`src/rtl/frame_buffer_ctrl_pkg.sv`:
```
// frame_buffer_ctrl_pkg
// Shared types and defaults for the dual-bank frame buffer sequencer.
//   fbc_state_e      : sequencer states
//   DEF_*            : default frame size, address width and drain timeout
//   pcnt_width()     : pixel counter width for a given address width
//   PCNT_W           : pixel counter width for the default address width
package frame_buffer_ctrl_pkg;

    typedef enum logic [2:0] {
        ST_IDLE    = 3'd0,
        ST_CAPTURE = 3'd1,
        ST_HOLD    = 3'd2,
        ST_COPY    = 3'd3,
        ST_DRAIN   = 3'd4
    } fbc_state_e;

    localparam int DEF_FRAME_PIXELS = 65536;
    localparam int DEF_ADDR_W       = 16;
    localparam int DEF_DRAIN_MAX    = 4;

    // One extra bit so the pixel counter can represent a full frame
    // (FRAME_PIXELS == 2^ADDR_W) and detect overflow pixels.
    function automatic int pcnt_width(input int addr_w);
        return addr_w + 1;
    endfunction

    localparam int PCNT_W = pcnt_width(DEF_ADDR_W);

endpackage

```
`src/rtl/frame_buffer_ctrl_pix_addr_counter.sv`:
```
// pix_addr_counter
// Registered up-counter with clear, load and terminal-count flag.
//   clk, rst  : system clock, synchronous active-high reset
//   clr       : force count to zero (highest priority)
//   load      : load load_val
//   inc       : increment by one
//   cnt_q     : current count
//   tc        : cnt_q equals TERM
module pix_addr_counter #(
    parameter int             W    = 17,
    parameter logic [W-1:0]   TERM = '1
) (
    input  logic         clk,
    input  logic         rst,
    input  logic         clr,
    input  logic         load,
    input  logic [W-1:0] load_val,
    input  logic         inc,
    output logic [W-1:0] cnt_q,
    output logic         tc
);

    logic [W-1:0] cnt_d;

    // Next-count selection: clear, then load, then increment.
    always_comb begin
        if (clr) begin
            cnt_d = W'(0);
        end else if (load) begin
            cnt_d = load_val;
        end else if (inc) begin
            cnt_d = cnt_q + W'(1);
        end else begin
            cnt_d = cnt_q;
        end
    end

    // Count register.
    always_ff @(posedge clk) begin
        if (rst) begin
            cnt_q <= W'(0);
        end else begin
            cnt_q <= cnt_d;
        end
    end

    assign tc = (cnt_q == TERM);

endmodule

```
`src/rtl/frame_buffer_ctrl.sv`:
```
// frame_buffer_ctrl
// Sequencer for a capture/display dual-bank frame buffer. Camera pixels are
// written into the capture bank; on a display request the whole frame is
// swept out (capture -> display copy), then the read port returns to the
// VGA address. All outputs are registered.
//   clk, rst            : system clock, synchronous active-high reset
//   frame_start         : camera VSYNC pulse
//   pix_valid, pix_data : pixel strobe and RGB565 data
//   copy_req            : display-side request for a bank copy
//   vga_addr            : display read address
//   buf_done            : copy-complete flag from the buffer
//   buf_w_en/addr, buf_d_in : capture-bank write port
//   buf_r_rd, buf_r_addr    : copy-in-progress flag and read address
//   frame_ready, copy_done  : frame held / copy finished pulse
//   ovf_err, drain_err      : sticky error flags
//   drop_cnt                : saturating count of dropped frames
module frame_buffer_ctrl
    import frame_buffer_ctrl_pkg::*;
#(
    parameter int FRAME_PIXELS = DEF_FRAME_PIXELS,
    parameter int ADDR_W       = DEF_ADDR_W,
    parameter int DRAIN_MAX    = DEF_DRAIN_MAX
) (
    input  logic              clk,
    input  logic              rst,
    input  logic              frame_start,
    input  logic              pix_valid,
    input  logic [15:0]       pix_data,
    input  logic              copy_req,
    input  logic [ADDR_W-1:0] vga_addr,
    input  logic              buf_done,
    output logic [15:0]       buf_d_in,
    output logic [ADDR_W-1:0] buf_w_addr,
    output logic              buf_w_en,
    output logic              buf_r_rd,
    output logic [ADDR_W-1:0] buf_r_addr,
    output logic              frame_ready,
    output logic              copy_done,
    output logic              ovf_err,
    output logic              drain_err,
    output logic [7:0]        drop_cnt
);

    localparam int CNT_W  = pcnt_width(ADDR_W);
    localparam int DCNT_W = $clog2(DRAIN_MAX + 1);

    fbc_state_e        state_q, state_d;
    logic              pend_q, pend_d;
    logic [DCNT_W-1:0] dcnt_q, dcnt_d;

    logic [15:0]       buf_d_in_q, buf_d_in_d;
    logic [ADDR_W-1:0] buf_w_addr_q, buf_w_addr_d;
    logic              buf_w_en_q, buf_w_en_d;
    logic              buf_r_rd_q, buf_r_rd_d;
    logic [ADDR_W-1:0] buf_r_addr_q, buf_r_addr_d;
    logic              frame_ready_q, frame_ready_d;
    logic              copy_done_q, copy_done_d;
    logic              ovf_err_q, ovf_err_d;
    logic              drain_err_q, drain_err_d;
    logic [7:0]        drop_cnt_q, drop_cnt_d;

    logic              drop_evt;
    logic              pcnt_clr, pcnt_inc, pcnt_tc;
    logic [CNT_W-1:0]  pcnt_q;
    logic              scnt_clr, scnt_inc, scnt_tc;
    logic [ADDR_W-1:0] scnt_q;

    // Pixel counter: write address in CAPTURE, terminal at a full frame.
    pix_addr_counter #(
        .W    (CNT_W),
        .TERM (CNT_W'(FRAME_PIXELS))
    ) u_pcnt (
        .clk      (clk),
        .rst      (rst),
        .clr      (pcnt_clr),
        .load     (1'b0),
        .load_val (CNT_W'(0)),
        .inc      (pcnt_inc),
        .cnt_q    (pcnt_q),
        .tc       (pcnt_tc)
    );

    // Sweep counter: held at zero outside COPY so it starts at 0 on entry.
    pix_addr_counter #(
        .W    (ADDR_W),
        .TERM (ADDR_W'(FRAME_PIXELS - 1))
    ) u_scnt (
        .clk      (clk),
        .rst      (rst),
        .clr      (scnt_clr),
        .load     (1'b0),
        .load_val (ADDR_W'(0)),
        .inc      (scnt_inc),
        .cnt_q    (scnt_q),
        .tc       (scnt_tc)
    );

    assign scnt_clr = (state_q != ST_COPY);
    assign scnt_inc = (state_q == ST_COPY);

    // Next-state, error, drop and output-register logic.
    always_comb begin
        state_d      = state_q;
        pend_d       = pend_q;
        dcnt_d       = dcnt_q;
        buf_d_in_d   = buf_d_in_q;
        buf_w_addr_d = buf_w_addr_q;
        buf_w_en_d   = 1'b0;
        copy_done_d  = 1'b0;
        ovf_err_d    = ovf_err_q;
        drain_err_d  = drain_err_q;
        drop_evt     = 1'b0;
        pcnt_clr     = 1'b0;
        pcnt_inc     = 1'b0;

        case (state_q)
            ST_IDLE: begin
                pcnt_clr = 1'b1;
                dcnt_d   = DCNT_W'(0);
                if (copy_req) begin
                    pend_d = 1'b1;
                end else begin
                    pend_d = pend_q;
                end
                if (frame_start) begin
                    state_d = ST_CAPTURE;
                end else begin
                    state_d = ST_IDLE;
                end
            end
            ST_CAPTURE: begin
                if (copy_req) begin
                    pend_d = 1'b1;
                end else begin
                    pend_d = pend_q;
                end
                if (pix_valid && (pcnt_q < CNT_W'(FRAME_PIXELS))) begin
                    buf_w_en_d   = 1'b1;
                    buf_w_addr_d = pcnt_q[ADDR_W-1:0];
                    buf_d_in_d   = pix_data;
                    pcnt_inc     = 1'b1;
                end else if (pix_valid) begin
                    ovf_err_d = 1'b1;
                end else begin
                    pcnt_inc = 1'b0;
                end
                // A frame_start coinciding with the last write ends the
                // frame normally; it is not a dropped frame.
                if (frame_start || pcnt_tc) begin
                    state_d = ST_HOLD;
                end else begin
                    state_d = ST_CAPTURE;
                end
            end
            ST_HOLD: begin
                pend_d   = 1'b0;
                drop_evt = frame_start;
                if (copy_req || pend_q) begin
                    state_d = ST_COPY;
                end else begin
                    state_d = ST_HOLD;
                end
            end
            ST_COPY: begin
                drop_evt = frame_start;
                if (scnt_tc) begin
                    state_d = ST_DRAIN;
                    dcnt_d  = DCNT_W'(1);
                end else begin
                    state_d = ST_COPY;
                end
            end
            ST_DRAIN: begin
                drop_evt = frame_start;
                // dcnt_q is the 1-based DRAIN cycle number; buf_done is
                // ignored in the first cycle.
                if (buf_done && (dcnt_q >= DCNT_W'(2))) begin
                    state_d     = ST_IDLE;
                    copy_done_d = 1'b1;
                    dcnt_d      = DCNT_W'(0);
                end else if (dcnt_q >= DCNT_W'(DRAIN_MAX)) begin
                    state_d     = ST_IDLE;
                    copy_done_d = 1'b1;
                    drain_err_d = 1'b1;
                    dcnt_d      = DCNT_W'(0);
                end else begin
                    dcnt_d = dcnt_q + DCNT_W'(1);
                end
            end
            default: begin
                state_d = ST_IDLE;
                pend_d  = 1'b0;
                dcnt_d  = DCNT_W'(0);
            end
        endcase

        if (drop_evt && (drop_cnt_q != 8'hFF)) begin
            drop_cnt_d = drop_cnt_q + 8'd1;
        end else begin
            drop_cnt_d = drop_cnt_q;
        end

        frame_ready_d = (state_d == ST_HOLD) || (state_d == ST_COPY) ||
                        (state_d == ST_DRAIN);
        buf_r_rd_d    = (state_d == ST_COPY) || (state_d == ST_DRAIN);

        // Registered read address tracks the sweep address of the coming
        // cycle in COPY, and the VGA address one cycle late otherwise.
        if (state_d == ST_COPY) begin
            if (state_q == ST_COPY) begin
                buf_r_addr_d = scnt_q + ADDR_W'(1);
            end else begin
                buf_r_addr_d = ADDR_W'(0);
            end
        end else begin
            buf_r_addr_d = vga_addr;
        end
    end

    // State and output registers.
    always_ff @(posedge clk) begin
        if (rst) begin
            state_q       <= ST_IDLE;
            pend_q        <= 1'b0;
            dcnt_q        <= DCNT_W'(0);
            buf_d_in_q    <= 16'h0000;
            buf_w_addr_q  <= ADDR_W'(0);
            buf_w_en_q    <= 1'b0;
            buf_r_rd_q    <= 1'b0;
            buf_r_addr_q  <= ADDR_W'(0);
            frame_ready_q <= 1'b0;
            copy_done_q   <= 1'b0;
            ovf_err_q     <= 1'b0;
            drain_err_q   <= 1'b0;
            drop_cnt_q    <= 8'd0;
        end else begin
            state_q       <= state_d;
            pend_q        <= pend_d;
            dcnt_q        <= dcnt_d;
            buf_d_in_q    <= buf_d_in_d;
            buf_w_addr_q  <= buf_w_addr_d;
            buf_w_en_q    <= buf_w_en_d;
            buf_r_rd_q    <= buf_r_rd_d;
            buf_r_addr_q  <= buf_r_addr_d;
            frame_ready_q <= frame_ready_d;
            copy_done_q   <= copy_done_d;
            ovf_err_q     <= ovf_err_d;
            drain_err_q   <= drain_err_d;
            drop_cnt_q    <= drop_cnt_d;
        end
    end

    assign buf_d_in    = buf_d_in_q;
    assign buf_w_addr  = buf_w_addr_q;
    assign buf_w_en    = buf_w_en_q;
    assign buf_r_rd    = buf_r_rd_q;
    assign buf_r_addr  = buf_r_addr_q;
    assign frame_ready = frame_ready_q;
    assign copy_done   = copy_done_q;
    assign ovf_err     = ovf_err_q;
    assign drain_err   = drain_err_q;
    assign drop_cnt    = drop_cnt_q;

endmodule

```
`config.mk`:
```
export PLATFORM = sky130hd
export DESIGN_NAME = frame_buffer_ctrl
export DESIGN_NICKNAME = d
export VERILOG_FILES = /design/src/rtl/frame_buffer_ctrl_pkg.sv /design/src/rtl/frame_buffer_ctrl_pix_addr_counter.sv /design/src/rtl/frame_buffer_ctrl.sv
export SDC_FILE = /design/constraint.sdc
export NUM_CORES = 1
export LEC_CHECK = 0
export CORE_MARGIN = 5
export CORE_UTILIZATION = 45
export DETAILED_ROUTE_END_ITERATION = 7
export GPL_TIMING_DRIVEN = 0
export HOLD_SLACK_MARGIN = 0.03
export PLACE_DENSITY_LB_ADDON = 0.3
export SYNTH_ARGS = -nofsm -noshare
export SYNTH_HDL_FRONTEND = slang
export SYNTH_HIERARCHICAL = 1
export SYNTH_SLANG_ARGS = --single-unit
```
`constraint.sdc`:
```
create_clock -name clk -period 5.81 [get_ports clk]
set_input_delay 0.581 -clock clk [delete_from_list [all_inputs] [get_ports clk]]
set_output_delay 0.581 -clock clk [all_outputs]
set_load 0.02 [all_outputs]
```
=== Word level (Yosys, flattened, before mapping) ===
Cells that the tools add are included.

* Register bits: 102
* Output and inout port bits: 62

* Add/sub/neg operators: 4
* Magnitude comparators: 3
* Equal/unequal tests: 13
* Muxes and demuxes: 21
* Bitwise logic cells: 5
* Reduce and logical (&&, ||, !) cells: 21

{| class="wikitable"
|+ Operators with widths
! kind !! count
|-
| $mux 16 || 2
|-
| $mux 3 || 6
|-
| $add 17x1->17 const B || 1
|-
| $eq 17x17->1 const B || 1
|-
| $lt 17x17->1 const B || 1
|-
| $add 16x1->16 const B || 1
|-
| $eq 16x16->1 const B || 1
|-
| $pmux 3 s5 || 1
|-
| $eq 3x2->1 const B || 4
|-
| $reduce_or 2->1 || 6
|-
| $mux 1 || 9
|-
| $pmux 3 s3 || 1
|-
| $add 8x1->8 const B || 1
|-
| $ne 8x8->1 const B || 1
|-
| $eq 3x3->1 const B || 2
|-
| $reduce_and 2->1 || 3
|-
| $reduce_and 3->1 || 2
|-
| $logic_or 1x1->1 || 5
|-
| $not 1->1 || 5
|-
| $ne 2x1->1 const B || 2
|-
| $add 3x1->3 const B || 1
|-
| $eq 3x1->1 const B || 1
|-
| $ge 3x2->1 const B || 1
|-
| $ge 3x3->1 const B || 1
|-
| other kinds (6) || 8
|}

=== Logic depth before layout (Yosys ltp) ===
Gate-level depths: netlist of the first run.

* Word-level depth: 7
* Gate-level depth with buffers: 12

=== Modules after synthesis ===
Netlist of the first run, hierarchy kept.

{| class="wikitable"
|+ Modules (own cells, without submodules)
! module !! instances !! cells an instance !! area each (µm²) !! seq. area each (µm²)
|-
| frame_buffer_ctrl || 1 || 345 || 2850.2 || 1381.3
|-
| pix_addr_counter at u_pcnt || 1 || 120 || 979.7 || 340.3
|-
| pix_addr_counter at u_scnt || 1 || 105 || 868.3 || 320.3
|}

=== Worst setup path after synthesis of the first run ===
OpenSTA, ideal clock, no wires.

* Kind: reg2reg
* From: reg state_q[2]
* To: reg u_pcnt.cnt_q[15]
* Library setup time: 0.122 ns
* Arrival: 2.506 ns
* Required time: 5.688 ns
* Path slack: 3.182 ns
* Cell stages (with the launch flop): 13
* Buffers on the path: 4
* Period minus slack after synthesis: 2.628 ns
* Cells stage by stage: dfxtp_1 buf_2 nor2_1 nand3_1 or2_1 buf_2 clkinv_2 buf_6 buf_4 nand4_4 or3_4 o31a_1 o311a_1

* Cells in the longest elaborated chain, start to end: 3
* Elaborated cells between the ends (all ways): 5

{| class="wikitable"
|+ Ends and longest elaborated chain
! item !! line !! RTL
|-
| from (decl) || frame_buffer_ctrl.sv:47 || <nowiki>fbc_state_e state_q, state_d;</nowiki>
|-
| from (signal assigned) || frame_buffer_ctrl.sv:237 || <nowiki>state_q <= state_d;</nowiki>
|-
| $logic_not 3->1 || frame_buffer_ctrl.sv:116 || <nowiki>case (state_q)</nowiki>
|-
| $mux 1 || frame_buffer_ctrl.sv:116 ||
|-
| $reduce_or 2->1 (no source line) || n/a ||
|-
| to (signal assigned) || frame_buffer_ctrl_pix_addr_counter.sv:43 || <nowiki>cnt_q <= cnt_d;</nowiki>
|-
| to (decl) || frame_buffer_ctrl_pix_addr_counter.sv:19 || <nowiki>output logic [W-1:0] cnt_q,</nowiki>
|}

Parallel ways exist; a longest one is shown, timed or not.
A chain may end at the register's enable or synchronous reset.

=== Worst setup path after layout of the first run ===
* From: in pix_valid
* To: reg u_pcnt.cnt_q[15]

* Cells in the longest elaborated chain, start to end: 3

{| class="wikitable"
|+ Ends and longest elaborated chain
! item !! line !! RTL
|-
| from (decl) || frame_buffer_ctrl.sv:27 || <nowiki>input logic pix_valid,</nowiki>
|-
| $logic_and 1x1->1 || frame_buffer_ctrl.sv:137 || <nowiki>if (pix_valid && (pcnt_q < CNT_W'(FRAME_PIXELS))) begin</nowiki>
|-
| $mux 1 (2 in a row) || n/a ||
|}

Every way passes these cells.

==> run summary, run 1 <==
STA puts the critical path data required time at 6.06 ns. On the critical path the largest part of the delay comes from buffers and inverters. In this run, the number of DRC markers left after iteration 0 of detailed routing was 305. The combined flip-flop and latch cell area is 2042 µm². The logic depth of the worst register-to-register path is 12.

The power density over the cells came out at 233.0 nW/µm². The source-to-sink clock delay at the later pin of the worst-skew pair is 0.37 ns. The final-report max-slew violation count is 0. The final global-route overflow total is 0.

The arrival time reported for the critical path endpoint is 3.22 ns. For the finished layout, the period the worst path requires is 2.967 ns. After floorplanning, the core was divided into 37 placement rows.

The post-synthesis cell count is 570. The simple-gate portion of the synthesized area came out at 25.43%. The share of final-layout standard cells stronger than drive strength 1 came out at 5.424%.

The number of vias in the routed layout is 4409. The post-cts sizing count came out at 0. The highest clock rate is 0.3371 GHz. The leakage dissipation came out at 2.131 nW. The peak ir drop on the vdd network came out at 0.1105 mV.

The chip height came out at 112.2 µm. Setup slack on the worst reg-to-reg path comes out at 2.90 ns. The number of hold violations in the final report is 0. The critical path ends at u_pcnt/cnt_q[15]. The number of antenna cells inserted is 0. The average routed wire per standard cell is 14.00 µm. The core area came out at 10280 µm². The transition time of the tightest slew-check pin is 0.7647 ns. The number of routed nets with antenna violations is 0. The count of buffers from port buffering came out at 99. Across the routed clock network, the largest skew measured is 0.01274 ns.

The path class of the tightest hold or removal check is reg2reg. The overall track demand over capacity in global routing came out at 18.64%. The setup fix buffers added after clock tree synthesis came out at 0. The main combinational cell family by area after synthesis is simple AND/OR/NAND/NOR gates. The post-route clock period utilization is 51.06%. The HPWL after detailed placement is 8928 µm. The worst setup path is captured at a flop. The maximum clock insertion buffer count is 2. TritonCTS built the clock tree. The boundary pin count is 100.

The combined buffer and inverter count along the critical path is 5. Setup repair after global routing left no endpoint under its margin. After clock tree synthesis, the clock-pin slew on the worst setup and hold paths is 0.09 ns. The critical path goes through clkdlybuf4s50_1, nand3_1, or2_1, buf_2, clkinv_2, buf_6, buf_4, nand4_4, or3_4, o31a_1, o311a_1.

The filler cells instantiated in the layout total 914. Of the synthesized area, sequential elements account for 43.46%. The largest individual stage delay along the critical path comes from the cell clkdlybuf4s50_1. The portion of netlist area occupied by mux cells came out at 2.130%. The category of the critical setup timing path is in2reg.

The fraction of synthesis flops using an asynchronous set or reset pin is 0%. The maximum fanout encountered on the critical timing path is 10. The post-synthesis instance area is 4698 µm². The via count of the first global-routing pass came out at 4128. The critical path starts at pix_valid. In this run the number of H-tree levels came out at 3. The worst slew margin relative to its limit is 48.55%. The pre-antenna-repair detailed-routing pass consisted of 5 iterations.

The pin count of the biggest net entering global routing came out at 17. In the layout the commonest cells are 102 x dfxtp_1, 99 x clkdlybuf4s50_1, 95 x nand2_1. The number of buffers inserted during clock tree synthesis is 9.

The final routed wirelength across all metal layers is 11970 µm. The largest stage delay on the critical path came out at 0.50 ns. The final net count is 759. The count of hold-fix buffers inserted at cts came out at 0.

The post-synthesis adder-cell area fraction is 1.864%. The routability congestion estimate came out at 0.8975. The synthesized netlist devotes 14.59% of its cell area to compound gates. The synthesis-stage register bit count is 102. The area of the multi-input gates is 2567 µm².

In this run the critical register-to-register path is captured at u_pcnt/cnt_q[15]. The number of flops mapped to enable cells by yosys came out at 0. The setup total negative slack is 0 ns.

The instance count on the critical path came out at 11. The number of antenna violations at the first check in global routing was 0. The initial core utilization came out at 45.71%. The library cell used most frequently in the layout, excluding fill and tap cells, is dfxtp_1. The clock net sink count came out at 102. After detailed routing, the number of remaining DRC violations is 0. The die span in x is 112.2 µm.

The source of the worst register-to-register timing path is state_q[2]. The max capacitance violation total came out at 0. The wire length of the first global-routing pass is 19530 µm. The worst hold margin is 0.4573 ns. The flow ran to the end, and the final reports show no timing, DRC or antenna violations. The total setup violations reported at the end of the flow is 0. The area of the die is 12580 µm².

Clock tree synthesis selected as its root buffer the cell clkbuf_8. The count of synthesis-stage warnings from yosys came out at 6. The netlist uses 54 different library cells.

The average cell area after synthesis is 8.243 µm². Of the total synthesized cell area, the portion taken by XOR and XNOR cells is 7.830%. Using the TritonRoute via totals, the vias-per-cell ratio works out to 5.157. Among all flip-flop cells after synthesis, the most frequent one is dfxtp_1.

The nature of the critical path startpoint is an input port. The layout overhead on the synthesized area came out at 32.70%.
layer usage:
layer	GRT usage, %	vias up	wire, µm
met4	6.490	0	216
met1	24.88	2011	5633
li1	-	2235	-
met2	29.92	146	5323
met3	4.043	17	800
met5	0	-	0
sequential cells by signal (all words and copies together), names as in the netlist:
signal        cells
buf_w_en          1
buf_r_addr       16
pend_q            1
buf_r_rd          1
state_q           3
dcnt_q            3
drop_cnt          8
u_pcnt/cnt_q     17
frame_ready       1
buf_w_addr       16
u_scnt/cnt_q     16
buf_d_in         16
ovf_err           1
drain_err         1
copy_done         1
logic make-up (layout without fill, tap and decap cells):
logic type               Yosys count  in the layout
AND/OR/NAND/NOR                  239            239
AO/OA/AOI/OAI                    123            123
flip-flops                       102            102
buffers and inverters             46            161
XOR/XNOR                          42             42
multiplexers                      10             10
adder cells (fa/ha/maj)            7              7
other                              1             35
report_power, final:
part           leakage [nW]  total [W]  switching, W  internal, W
clock network         0.120   0.000536      0.000237     0.000299
logic                  1.18   0.000176     0.0000940    0.0000823
registers             0.829   0.000741     0.0000193     0.000722
area by class of cell:
type                            count  share of cell area, %
Buffer                             33                  2.669
Clock buffer                       11                  2.268
Clock inverter                      5                  1.706
Inverter                           13                 0.8027
Multi-Input combinational cell    456                  41.18
Sequential cell                   102                  32.75
Tap cell                          136                  2.729
Timing Repair Buffer               99                  15.89
tightest hold or removal path: cells and delay by family (launching register included):
family	cells	cell delay, ns
AOI/OAI and AO/OA	1	0.05
DFF	1	0.32
and+or+nand+nor	1	0.05
how the worst min path moves through the flow:
stage	from	slack (ns)	endpoint	cells after the start
6_report	buf_d_in[7]	0.46	buf_d_in[7]	2
4_1_cts	buf_d_in[12]	0.46	buf_d_in[12]	2
5_1_grt	buf_w_addr[0]	0.48	buf_w_addr[0]	2
3_5_place_dp	buf_d_in[12]	0.45	buf_d_in[12]	2
2_1_floorplan	u_pcnt/cnt_q[2]	0.43	buf_w_addr[2]	2
3_3_place_gp	u_pcnt/cnt_q[2]	0.44	buf_w_addr[2]	2
through the flow:
stage	util, %	setup WS, ns	instance area [µm²]	instances	total power (W)
2_1_floorplan	-	3.182	4826	604	0.0008510
3_3_place_gp	58.25	2.508	5987	839	0.0009257
3_5_place_dp	58.25	2.497	5987	839	0.0009300
4_1_cts	60.66	2.874	6235	855	0.001462
5_1_grt	60.66	2.727	6235	855	0.001516
6_report	60.66	2.843	6235	855	0.001453
cells in the mapped netlist (2+ instances only):
master / count / area share [%]
dfxtp_1: 102 / 43
nand2_1: 95 / 7.6
a21oi_1: 62 / 6.6
nor2_1: 48 / 3.8
xnor2_1: 32 / 6.0
o21ai_0: 28 / 3.0
clkbuf_1: 19 / 1.5
nand4_1: 15 / 2.0
nor4_1: 15 / 2.0
nand3_1: 13 / 1.4
inv_1: 11 / 0.88
mux2i_1: 10 / 2.1
nor3_1: 10 / 1.1
o21ai_1: 10 / 1.1
xor2_1: 10 / 1.9
and3_1: 7 / 0.93
buf_2: 7 / 0.75
ha_1: 7 / 1.9
and4_1: 5 / 0.93
or3_1: 5 / 0.67
a31oi_1: 4 / 0.53
nor2b_1: 4 / 0.53
buf_4: 3 / 0.48
buf_6: 3 / 0.72
nand3b_1: 3 / 0.48
nor3b_1: 3 / 0.48
nor4b_1: 3 / 0.56
o21a_1: 3 / 0.48
a211oi_1: 2 / 0.32
a22oi_1: 2 / 0.32
a311oi_1: 2 / 0.37
a41oi_1: 2 / 0.37
nand3_2: 2 / 0.43
or2_1: 2 / 0.27
or3_4: 2 / 0.48
Note: power is estimated with default switching activity, not from simulation.
==> run 2: changes to the inputs <==
==> constraint.sdc (replaced) <==
create_clock -name clk -period 2.6 [get_ports clk]
set_input_delay 0.26 -clock clk [delete_from_list [all_inputs] [get_ports clk]]
set_output_delay 0.26 -clock clk [all_outputs]
set_load 0.02 [all_outputs]
==> run summary, run 2 (same netlist as run 1, synthesis figures left out) <==
The run finished with clean final reports. The overall track demand over capacity in global routing was 18.81% (+0.16 points). Grouping stages by cell kind, the critical path spends the most delay in simple AND/OR/NAND/NOR gates. The number of routed nets with antenna violations came out at 0 (unchanged).

The via count of the first global-routing pass is 4242 (+2.8%). The transition time of the tightest slew-check pin came to 0.6962 ns (-0.06848 ns). The share of final-layout standard cells stronger than drive strength 1 came out at 6.519% (+1.1 points). In this run the worst setup path terminates at u_pcnt/cnt_q[15]. The number of antenna cells inserted came out at 0 (unchanged).

The starting DRC count in detailed routing came out at 268 (-12%). The arrival time reported for the critical path endpoint came out at 2.73 ns (-0.49 ns). The net switching power figure came out at 0.0008280 W (+140%).

The length of the first detailed-routing pass in iterations is 4 (-1). The core area is 10280 µm² (unchanged). The combined buffer and inverter count along the critical path came out at 3 (-2). The average routed wire per standard cell is 13.96 µm (-0.29%). The share of total power in sequential cells came out at 55.5% (+4.5 points). The total setup violations reported at the end of the flow is 0 (unchanged). The max capacitance violation total was 0 (unchanged). The leakage dissipation was 2.135 nW (+0.22%).

The clock period could shrink to 2.468 ns. In this run the worst setup path begins at state_q[2]. The die span in x is 112.2 µm (unchanged). The peak ir drop on the vdd network is 0.3390 mV (+210%).

The source-to-sink clock delay at the later pin of the worst-skew pair came out at 0.37 ns (about the same). The count of buffers from port buffering came out at 99 (unchanged). The internal power was 0.002157 W (+96%). The required time of the critical path came out at 2.86 ns (-3.20 ns). The count of hold-fix buffers inserted at cts came out at 0 (unchanged). The post-layout total power came out at 0.002985 W (+110%).

The setup path with the least slack is of type reg2reg. STA classifies the critical path startpoint as a flop. The slowest stage of the critical path is the or3_4 cell. In the layout the commonest cells are 99 x dfxtp_1, 99 x clkdlybuf4s50_1, 95 x nand2_1.

The number of cell rows is 37 (unchanged). The layout overhead on the synthesized area is 32.54%. The class of the most critical hold timing path is in2reg. The deepest level of the CTS H-tree came out at 3 (unchanged).

The highest clock rate came out at 0.4051 GHz. The number of hold violations in the final report is 0 (unchanged). The final critical path takes up 94.94% of the cycle. The instance count on the critical path came out at 10 (-1). The clock net sink count was 102 (unchanged).

The post-layout worst setup margin came to 0.1316 ns (-2.712 ns). The pin count of the biggest net entering global routing came out at 19 (+2). The wire length of the first global-routing pass is 19820 µm (+1.5%). The area of the die is 12580 µm² (unchanged). The clock edge transition at the registers on the reported setup and hold paths came out at 0.10 ns (about the same). TritonCTS built the clock tree. The final global-route overflow total is 0 (unchanged). The critical path goes through buf_4, nor2_4, nand3_1, or2_1, buf_6, clkinv_8, nand4_4, or3_4, o31a_1, o311a_1. The largest stage delay on the critical path came to 0.43 ns (-0.07 ns).

The worst slew margin relative to its limit is 52.85% (+4.3 points). The post-detailed-placement half-perimeter wirelength came out at 8901 µm (-0.30%). The number of buffers inserted during clock tree synthesis came out at 9 (unchanged). The number of vias in the routed layout is 4361 (-1.1%). The maximum clock insertion buffer count was 2 (unchanged).

The critical register-to-register path endpoint is u_pcnt/cnt_q[15]. The number of antenna violations at the first check in global routing came out at 0 (unchanged). The chip height came to 112.2 µm (unchanged). The final net count came out at 761 (+0.26%).

The total of fill cells in the finished design came out at 928 (+1.5%). The maximum fanout encountered on the critical timing path is 22 (+12). The boundary pin count is 100 (unchanged). The mean number of vias per cell is 5.089 (-1.3%). The post-route DRC violation count was 0 (unchanged). The final-report max-slew violation count came out at 0 (unchanged). The initial core utilization is 45.71% (unchanged). The startpoint identified for the worst register-to-register timing path is state_q[2]. The pre-CTS worst setup slack is -0.4140 ns (-2.911 ns). The largest clock skew in the final design came out at 0.01009 ns (-0.002644 ns). The power density over the cells was 479.3 nW/µm² (+110%). The internal reg-to-reg setup slack came to 0.13 ns (-2.77 ns).

More flip-flops sit in one register than any other, and that register is u_pcnt/cnt_q. The routability congestion estimate came out at 0.9200 (+2.5%). Setup repair after global routing left no endpoint under its margin.

The clock share of power is 31.3% (-5.6 points). The kind of end point of the critical path is a flop. The final routed wirelength across all metal layers came out at 11970 µm (about the same).

The switching power share of the total came out at 27.74% (+3.6 points). The combinational group share of total power came to 13.1% (+1.0 points). CTS placed an instance of clkbuf_8 at the clock tree root.

The flip-flop count of the largest register after layout came to 17 (unchanged). The logic depth of the worst register-to-register path is 10 (-2).
-- run 2: stage by stage --
step | util [%] | cell area, µm² | hold slack, ns | std cells | TNS [ns]
finish | 60.59 | 6227 | 0.4292 | 857 | 0
global route | 60.59 | 6227 | 0.4211 | 857 | 0
CTS | 60.29 | 6196 | 0.4177 | 854 | 0
detailed placement | 58.28 | 5989 | 0.4484 | 839 | -0.9475
global placement | 58.28 | 5989 | 0.4402 | 839 | -0.5258
floorplan | - | 4828 | 0.3746 | 604 | 0
-- run 2: cell type report --
cell class	count	area, µm²	share of cell area, %
Buffer	31	158.9	2.552
Multi-Input combinational cell	456	2590	41.59
Clock buffer	9	123.9	1.989
Sequential cell	102	2046	32.85
Tap cell	136	170.2	2.733
Inverter	13	61.31	0.9845
Timing Repair Buffer	103	1021	16.40
Clock inverter	7	56.30	0.9042
-- run 2: worst register-to-register path, stage by stage (launching register included) --
cell and delay (ns):
dfxtp_1 0.31, buf_4 0.16, nor2_4 0.13, nand3_1 0.09, or2_1 0.24, buf_6 0.15
clkinv_8 0.11, nand4_4 0.16, or3_4 0.44, o31a_1 0.30, o311a_1 0.28
-- run 2: metal layers --
metal	GRT usage, %	up-vias	part of all wire, %
met1	25.29	1982	48
met2	30.08	133	44
met5	0	-	0
met3	4.852	7	7.1
met4	5.128	0	0.79
li1	-	2239	-
-- run 2: worst min path at each step --
stage | start | end | depth (start not counted)
floorplan | vga_addr[10] | buf_r_addr[10] | 2
global placement | u_pcnt/cnt_q[2] | buf_w_addr[2] | 2
detailed placement | buf_d_in[8] | buf_d_in[8] | 2
CTS | vga_addr[1] | buf_r_addr[1] | 3
global route | vga_addr[13] | buf_r_addr[13] | 3
finish | vga_addr[1] | buf_r_addr[1] | 3
-- run 2: power groups by stage --
stage / sequential [W] / clock (W) / combinational, W
floorplan: 0.00172 / 0 / 0.000178
global placement: 0.00169 / 0 / 0.000379
detailed placement: 0.00169 / 0 / 0.000385
CTS: 0.00166 / 0.000952 / 0.000391
global route: 0.00166 / 0.00103 / 0.000430
finish: 0.00166 / 0.000936 / 0.000392
-- run 2: repair_timing --
item	CTS	global route
resized for setup	9	6
pin swaps	1	2
setup buffers	0	4
setup endpoints to repair	20	19
hold endpoints to repair	0	0
==> run 3: changes to the inputs <==
--- a/config.mk
+++ b/config.mk
@@ -5,6 +5,7 @@
 export SDC_FILE = /design/constraint.sdc
 export NUM_CORES = 1
 export LEC_CHECK = 0
+export CORE_ASPECT_RATIO = 1.1
 export CORE_MARGIN = 5
 export CORE_UTILIZATION = 45
 export DETAILED_ROUTE_END_ITERATION = 7
==> run summary, run 3 (same netlist as run 1, synthesis figures left out) <==
The number of buffers inserted during clock tree synthesis came out at 9 (unchanged). Leaving out fill and tap cells, the most frequent cells in the layout are 101 x dfxtp_1, 99 x clkdlybuf4s50_1, 95 x nand2_1. The initial core utilization came to 45.63% (-0.083 points). The CTS tree is yes. The arrival time reported for the critical path endpoint is 2.69 ns (-0.04 ns). The flip-flop count of the largest register after layout is 17 (unchanged). The final design area excluding fillers came out at 6339 µm² (+1.8%). The met1 track demand over resource in global routing is 23.72% (-1.6 points).

The wire length of the first global-routing pass is 20420 µm (+3.0%). The length of the first detailed-routing pass in iterations is 4 (unchanged). The worst register-to-register path begins at u_scnt/cnt_q[8]. The required time of the critical path is 2.81 ns (-0.05 ns). The placed instance area is 5998 µm² (+0.15%).

The number of cell rows is 39 (+5.4%). The count of hold-fix buffers inserted at cts was 0 (unchanged). The root cell of the clock tree is clkbuf_16.

The largest register by flop count is u_pcnt/cnt_q. In this run the worst setup path begins at u_scnt/cnt_q[8]. The deepest level of the CTS H-tree is 3 (unchanged). The worst setup path is launched from a flop. The number of vias in the routed layout was 4410 (+1.1%). The source-to-sink clock delay at the later pin of the worst-skew pair came out at 0.34 ns (-0.03 ns). The post-layout worst setup margin is 0.1269 ns (-0.004696 ns). The worst hold margin was 0.4530 ns (+0.02385 ns). met2 is the most crowded layer. The flow ran to the end, and the final reports show no timing, DRC or antenna violations. The mean number of vias per cell is 5.116 (+0.54%).

The leakage dissipation is 2.187 nW (+2.4%). The clock net sink count came out at 102 (unchanged). STA classifies the critical path endpoint as a flop. The final global-route overflow total came to 0 (unchanged).

The clock edge transition at the registers on the reported setup and hold paths is 0.07 ns (-0.03 ns). The pin count of the biggest net entering global routing is 16 (-3). The post-route DRC violation count came to 0 (unchanged). The boundary pin count is 100 (unchanged). The die span in x came out at 107.4 µm (-4.2%). The post-detailed-placement half-perimeter wirelength is 9361 µm (+5.2%). The met3 track utilization from global routing came out at 5.540% (+0.69 points).

The post-route clock period utilization is 95.12% (+0.18 points). The category of the critical setup timing path is reg2reg. The power density over the cells came out at 537.6 nW/µm² (+12%).

The most common library cell in the layout ignoring fill and taps is dfxtp_1. The final cell utilization of the core was 61.56% (+0.97 points). The maximum fanout encountered on the critical timing path came out at 10 (-55%).

The post-route minimum period came to 2.473 ns (+0.004696 ns). The pre-CTS worst setup slack came out at -0.4197 ns (-0.005686 ns). The number of antenna cells inserted is 0 (unchanged). The via count of the first global-routing pass is 4342 (+2.4%). The average routed wire per standard cell came to 14.49 µm (+3.8%). The area of the multi-input gates is 2590 µm² (unchanged). The number of routed nets with antenna violations was 0 (unchanged).

The transition time of the tightest slew-check pin was 0.6374 ns (-0.05881 ns). In this run the worst hold path is classified as reg2reg. The count of buffers from port buffering was 99 (unchanged). The number of antenna violations at the first check in global routing is 0 (unchanged).

The total setup violations reported at the end of the flow is 0 (unchanged). The combined flip-flop and latch cell area is 2043 µm² (-0.12%). The chip height is 117.2 µm (+4.4%). The largest clock skew in the final design came out at 0.008756 ns (-0.001337 ns).

The startpoint identified for the worst hold timing path is buf_d_in[12]. The area of the die came out at 12590 µm² (about the same). The peak ir drop on the vdd network was 0.3694 mV (+8.9%).

The maximum clock insertion buffer count is 2 (unchanged). The max capacitance violation total is 0 (unchanged). The routability congestion estimate is 0.8539 (-7.2%). The overall track demand over capacity in global routing is 20.21% (+1.4 points).

The final-report max-slew violation count came to 0 (unchanged). The share of final-layout standard cells stronger than drive strength 1 came to 5.841% (-0.68 points). The final net count came to 760 (-0.13%).

The layout overhead on the synthesized area came out at 34.91%. The global-route track usage on met2 came out at 35.67% (+5.6 points). The final routed wirelength across all metal layers was 12490 µm (+4.4%). The core area came out at 10300 µm² (+0.18%).

The highest clock rate came to 0.4044 GHz (-0.19%). The total of fill cells in the finished design came to 894 (-3.7%). The number of hold violations in the final report is 0 (unchanged). The starting DRC count in detailed routing came out at 211 (-21%). The worst slew margin relative to its limit is 56.84% (+4.0 points).
==> run 3: final timing paths <==
kind         slack, ns      endpoint  cells after the start
min reg2reg       0.45  buf_d_in[12]                      2
min               0.45  buf_d_in[12]                      2
max               0.13    state_q[0]                      8
max reg2reg       0.13    state_q[0]                      8
==> run 3: per-stage QoR <==
step / power (W) / cells / TNS [ns]
3_3_place_gp: 0.002071 / 846 / -0.5760
3_5_place_dp: 0.002081 / 846 / -0.7571
2_1_floorplan: 0.001902 / 604 / 0
4_1_cts: 0.003431 / 860 / 0
6_report: 0.003408 / 862 / 0
5_1_grt: 0.003564 / 862 / -0.02833
==> run 3: repair_timing <==
item / CTS / global route
pin swaps: 0 / 1
resized for setup: 3 / 4
endpoints found under the setup margin: 2 / 19
cloned: 1 / 0
setup buffers: 0 / 2
endpoints found under the hold margin: 0 / 0
==> run 3: where the power goes <==
| group | switching [W] | internal [W] |
|---|---|---|
| Sequential | 0.0000440 | 0.00161 |
| Clock | 0.000559 | 0.000794 |
| Combinational | 0.000214 | 0.000183 |
| Total | 0.000817 | 0.00259 |
==> run 3: final cells by class <==
| cell class | count | share of cell area [%] |
|---|---|---|
| Buffer | 31 | 2.369 |
| Inverter | 13 | 0.9672 |
| Clock inverter | 3 | 0.6909 |
| Timing Repair Buffer | 101 | 15.87 |
| Multi-Input combinational cell | 456 | 40.86 |
| Sequential cell | 102 | 32.23 |
| Tap cell | 143 | 2.823 |
| Timing Repair inverter | 1 | 0.1382 |
| Clock buffer | 12 | 4.047 |
==> run 3: metal layers <==
layer,vias up,share of wire [%]
met1,2012,42
met4,0,1.6
met5,-,0
li1,2239,-
met3,19,7.0
met2,140,49
==> run 3: worst max-delay path, cell delays in order (launching register included) <==
cell and delay (ns):
dfxtp_1 0.53, and4_1 0.32, nand4_1 0.20, nor4_4 0.42, nand2_1 0.12, o311ai_1 0.19
buf_2 0.37, o21a_1 0.16, nor3_1 0.04
